==> config.mk <==
export PLATFORM = sky130hd
export DESIGN_NAME = usbhid_gamepad_events
export DESIGN_NICKNAME = d
export VERILOG_FILES = /design/src/rtl/usbhid_gamepad_events.sv
export SDC_FILE = /design/constraint.sdc
export NUM_CORES = 1
export LEC_CHECK = 0
export BUFFER_PORTS_ARGS = -buffer_cell sky130_fd_sc_hd__buf_2
export CAP_MARGIN = 20
export CORE_MARGIN = 2
export CORE_UTILIZATION = 42
export DETAILED_ROUTE_END_ITERATION = 7
export GPL_TIMING_DRIVEN = 0
export PLACE_DENSITY = 0.79
export SYNTH_ARGS = -nofsm -noshare
export SYNTH_HDL_FRONTEND = slang
export SYNTH_SLANG_ARGS = --single-unit
export TNS_END_PERCENT = 20
==> constraint.sdc <==
create_clock -name clk -period 3.05 [get_ports clk]
set_input_delay 0.305 -clock clk [delete_from_list [all_inputs] [get_ports clk]]
set_output_delay 0.305 -clock clk [all_outputs]
set_load 0.01 [all_outputs]
==> src/rtl/usbhid_gamepad_events.sv <==
// usbhid_gamepad_events: HID report capture to button press/release events, with watchdog and optional auto-repeat (USBHID_AUTOREPEAT_EN)
module usbhid_gamepad_events #(
   parameter int C_report_bytes   = 20,
   parameter int C_btn_byte       = 2,
   parameter int C_delay_cycles   = 2400000,
   parameter int C_rate_cycles    = 600000,
   parameter int C_timeout_cycles = 1200000
) (
   input  logic                        clk,
   input  logic                        resetn,
   input  logic [C_report_bytes*8-1:0] hid_report,
   input  logic                        hid_valid,
   output logic [15:0]                 btn_state,
   output logic [15:0]                 btn_press,
   output logic [15:0]                 btn_release,
   output logic                        btn_event,
   output logic                        connected,
   output logic [7:0]                  report_count
);
   localparam int C_dr  = C_delay_cycles > C_rate_cycles ? C_delay_cycles : C_rate_cycles;
   localparam int C_max = C_dr > C_timeout_cycles ? C_dr : C_timeout_cycles;
   localparam int W     = $clog2(C_max);
   localparam logic [W-1:0] TO_LAST = W'(C_timeout_cycles - 1);
   logic            valid_q;
   logic [15:0]     btn_state_q, btn_state_d;
   logic [15:0]     btn_press_q, btn_press_d;
   logic [15:0]     btn_release_q, btn_release_d;
   logic            btn_event_q, connected_q, connected_d;
   logic [7:0]      report_count_q, report_count_d;
   logic [W-1:0]    to_q, to_d;
   logic            cap, to_exp, tick;
   logic [15:0]     new_btn, press_edge;
   logic            unused_bits;
   assign unused_bits = ^hid_report;
`ifdef USBHID_AUTOREPEAT_EN
   localparam logic [W-1:0] DLY_LAST  = W'(C_delay_cycles - 1);
   localparam logic [W-1:0] RATE_LAST = W'(C_rate_cycles - 1);
   typedef enum logic [1:0] {IDLE, DELAY, REPEAT} rpt_e;
   rpt_e         rpt_q;
   logic [W-1:0] rc_q;
   logic         rc_last;
   assign rc_last = rc_q == (rpt_q == DELAY ? DLY_LAST : RATE_LAST);
   assign tick    = rpt_q != IDLE && rc_last;
   // repeat scheduler: a press edge restarts the hold delay, an empty button set parks it
   always_ff @(posedge clk or negedge resetn) begin
      if (!resetn) begin
         rpt_q <= IDLE;
         rc_q  <= '0;
      end else if (btn_state_d == '0) begin
         rpt_q <= IDLE;
         rc_q  <= '0;
      end else if (cap && press_edge != '0) begin
         rpt_q <= DELAY;
         rc_q  <= '0;
      end else if (rpt_q != IDLE) begin
         rpt_q <= rc_last ? REPEAT : rpt_q;
         rc_q  <= rc_last ? '0 : rc_q + W'(1);
      end
   end
`else
   assign tick = 1'b0;
`endif
   // next-state for capture, strobes and watchdog; a capture overrides a coincident tick or expiry
   always_comb begin
      cap            = hid_valid & ~valid_q;
      new_btn        = hid_report[C_btn_byte*8 +: 16];
      press_edge     = new_btn & ~btn_state_q;
      to_exp         = connected_q & ~cap & (to_q == TO_LAST);
      btn_state_d    = cap ? new_btn : to_exp ? '0 : btn_state_q;
      btn_press_d    = cap ? press_edge : (tick && !to_exp) ? btn_state_q : '0;
      btn_release_d  = cap ? btn_state_q & ~new_btn : to_exp ? btn_state_q : '0;
      connected_d    = cap | (connected_q & ~to_exp);
      report_count_d = report_count_q + 8'(cap);
      to_d           = (cap | ~connected_q | to_exp) ? '0 : to_q + W'(1);
   end
   // registered outputs and capture-edge history
   always_ff @(posedge clk or negedge resetn) begin
      if (!resetn) begin
         valid_q        <= 1'b0;
         btn_state_q    <= '0;
         btn_press_q    <= '0;
         btn_release_q  <= '0;
         btn_event_q    <= 1'b0;
         connected_q    <= 1'b0;
         report_count_q <= '0;
         to_q           <= '0;
      end else begin
         valid_q        <= hid_valid;
         btn_state_q    <= btn_state_d;
         btn_press_q    <= btn_press_d;
         btn_release_q  <= btn_release_d;
         btn_event_q    <= |{btn_press_d, btn_release_d};
         connected_q    <= connected_d;
         report_count_q <= report_count_d;
         to_q           <= to_d;
      end
   end
   assign btn_state    = btn_state_q;
   assign btn_press    = btn_press_q;
   assign btn_release  = btn_release_q;
   assign btn_event    = btn_event_q;
   assign connected    = connected_q;
   assign report_count = report_count_q;
endmodule

==> run summary <==
number of top-level pins - 221
Die Area - 8990 sq um
register area - 2030 sq um
post-route ant nets - 0
vias per std cell - 5.28
# setup viols final - 0
Buffers on Ports - 76
initial core utilization - 42.8%
Async SR Flop Fraction - 100%
arrival time worst endpoint - 3220 ps
R2R cell count - 7
PD cells - 565 nW/um^2
Initial DRT Pass Iterations - 4
crit path max fanout - 10
Reg2Reg Launch Point - valid_q
global placement routability congestion - 0.820
CTS root buf - clkbuf_8
fillcell total - 735
Final nets - 565
Tightest Pin Transition - 629 ps
core region area - 8090 sq um
Placed Cells - 492
Hold WS - 167 ps
Int Pwr - 1.70 mW
drt first-iter violations - 102
synthesized area - 3460 sq um
R2R Path End - btn_event
vias in the first global route - 2692
Hold Crit Class - input port to register
syn_nets - 476
fin. max-slew vios - 0
Synth Instances - 310
Sink Count - 81
Die Y-Extent - 94.8 um
Seq/Total Area, Yosys - 58.5%
hold buffers post-CTS - 1
first-pass GRT wire length - 12900 um
Clock Power Share - 31.7%
CTS tree - built
Synth Register Bits - 81
Startpoint Class - register
layout cells sized above 1 - 29.3%
antenna violations before repair - 0
critical hold path startpoint - hid_valid
wire per inst - 15.7 um
Die X - 94.8 um
R2R Setup Slk - 60 ps
dominant cells by area after synthesis - dfrtp_1 59%, and4bb_2 5.1%, nand2_1 4.1%, nor2_1 3.7%, xnor2_1 3.3%
final hold vios - 0
DPL Wire Length - 5770 um
synthesis-to-finish area growth - 21.3%
largest net degree at the start of global routing - 58
dominant synthesized flop cell - dfrtp_1
unrepaired setup endpoints after global routing - false
final cell count without fillers - 508
Worst-Skew Late Latency - 350 ps
Critical Path RT - 3280 ps
post-synth top area share - 58.5%
dominant cell type by area after synthesis - dfrtp_1
Max Cap Viol - 0
Post-synth top cells - 81 x dfrtp_1, 38 x nand2_1, 34 x nor2_1, 16 x o21ai_0, 14 x and4bb_2
total number of vias - 2682
DRC viols - 0
Pleak - 2.04 nW
Sw Ratio - 28.2%
Post-synth EDFFs - 0
Clock transition at path regs - 80 ps
H-tree level count - 3
Netlist cell types - 39
maximum vdd drop - 0.450 mV
critical path type - register to register
clock skew - 14.5 ps
Final min period - 2990 ps
max_slew headroom - 57.7%
Ys Warns - 0
status - finished clean
Total Wirelength - 7950 um
Total GRT Usage - 18.7%
WHS Endpoint - valid_q
post-CTS setup buffer count - 0
Worst Setup End Kind - register
Overflow after GRT - 0
Resized cells post-CTS - 0
most common cell in the netlist - dfrtp_1
combinational fraction of design power - 14.4%
Max clock buf depth - 2
period utilisation layout - 98.0%
Psw - 0.670 mW
hold path depth - 1
syn_area_per_cell - 11.2 sq um
antenna cells - 0
Placement Rows - 33
Multi-input gate area - 1330 sq um
sequential share of power - 53.9%
CTS Buf Count - 9
Setup TNS - 0 ps
Fmax - 334 MHz
-- cells in the final DEF (no fill, tap or decap), drive strengths merged, types with 5 or more instances in the layout --
cell type / count
xnor2: 13
nand3: 13
xor2: 13
dfrtp: 81
o21a: 5
nand4: 8
and4bb: 14
nor2: 34
o22ai: 11
buf: 84
and2: 11
o21ai: 16
inv: 7
nand2: 38
clkbuf: 16
nor4: 5
-- routing by layer --
layer  global-route usage (%)  vias up  wire length [um]
li1                         -     1257                 -
met1                     22.9     1310              3340
met2                     31.1      100              3870
met3                     4.23       15               544
met4                     9.42        0               195
met5                        0        -                 0
-- sequential cells by signal, indices dropped and copies added, names as in the netlist --
name	flops
valid_q	1
btn_state	16
connected	1
to_q	22
btn_event	1
report_count	8
btn_release	16
btn_press	16
-- worst max path at each step --
stage / startpoint / end / slack, ps / cells after the start
2_1_floorplan: to_q[12] / to_q[13] / 750 / 7
3_3_place_gp: valid_q / btn_event / 140 / 7
3_5_place_dp: valid_q / btn_event / 140 / 7
6_report: valid_q / btn_event / 60 / 7
5_1_grt: valid_q / btn_event / 40 / 7
4_1_cts: valid_q / btn_event / 110 / 7
-- power groups by stage --
stage | Combinational [mW] | Clock (mW) | Sequential, mW
after floorplan | 0.140 | 0 | 1.32
after global placement | 0.329 | 0 | 1.29
after detailed placement | 0.347 | 0 | 1.29
after CTS | 0.346 | 0.771 | 1.28
after global routing | 0.376 | 0.815 | 1.29
final | 0.341 | 0.753 | 1.28
-- stage by stage --
stage | setup slack, ps | power, mW | area (sq um) | util, %
floorplan | 754 | 1.46 | 3460 | -
global placement | 135 | 1.62 | 3970 | 49.1
detailed placement | 142 | 1.64 | 4000 | 49.5
CTS | 106 | 2.39 | 4200 | 51.9
global route | 37.7 | 2.49 | 4200 | 51.9
finish | 59.6 | 2.37 | 4200 | 51.9
-- cells by family (layout without fill, tap and decap cells) --
family	after synthesis	after routing	share of synthesized area, %
simple gates	141	141	23.3
flops	81	81	58.5
compound gates	39	39	7.26
xor+xnor	26	26	6.58
buf+inv	20	113	3.18
fa+ha+maj	3	3	1.08
-- critical path, cell delays in order (launching register included) --
cell and delay, ps:
dfrtp_1 490, clkbuf_1 420, and4bb_2 300, nor4_1 520, nand4_1 150, a21oi_1 150, or4b_1 490, or3_1 360
-- cell type report --
type / instances / area share, %
sequential: 81 / 48.3
multi-input combinational: 209 / 31.6
timing repair buffer: 78 / 10.0
tap: 105 / 3.13
clock buffer: 10 / 3.04
buffer: 13 / 1.94
clock inverter: 5 / 1.37
inverter: 7 / 0.685
Note: power is estimated with default switching activity, not from simulation.
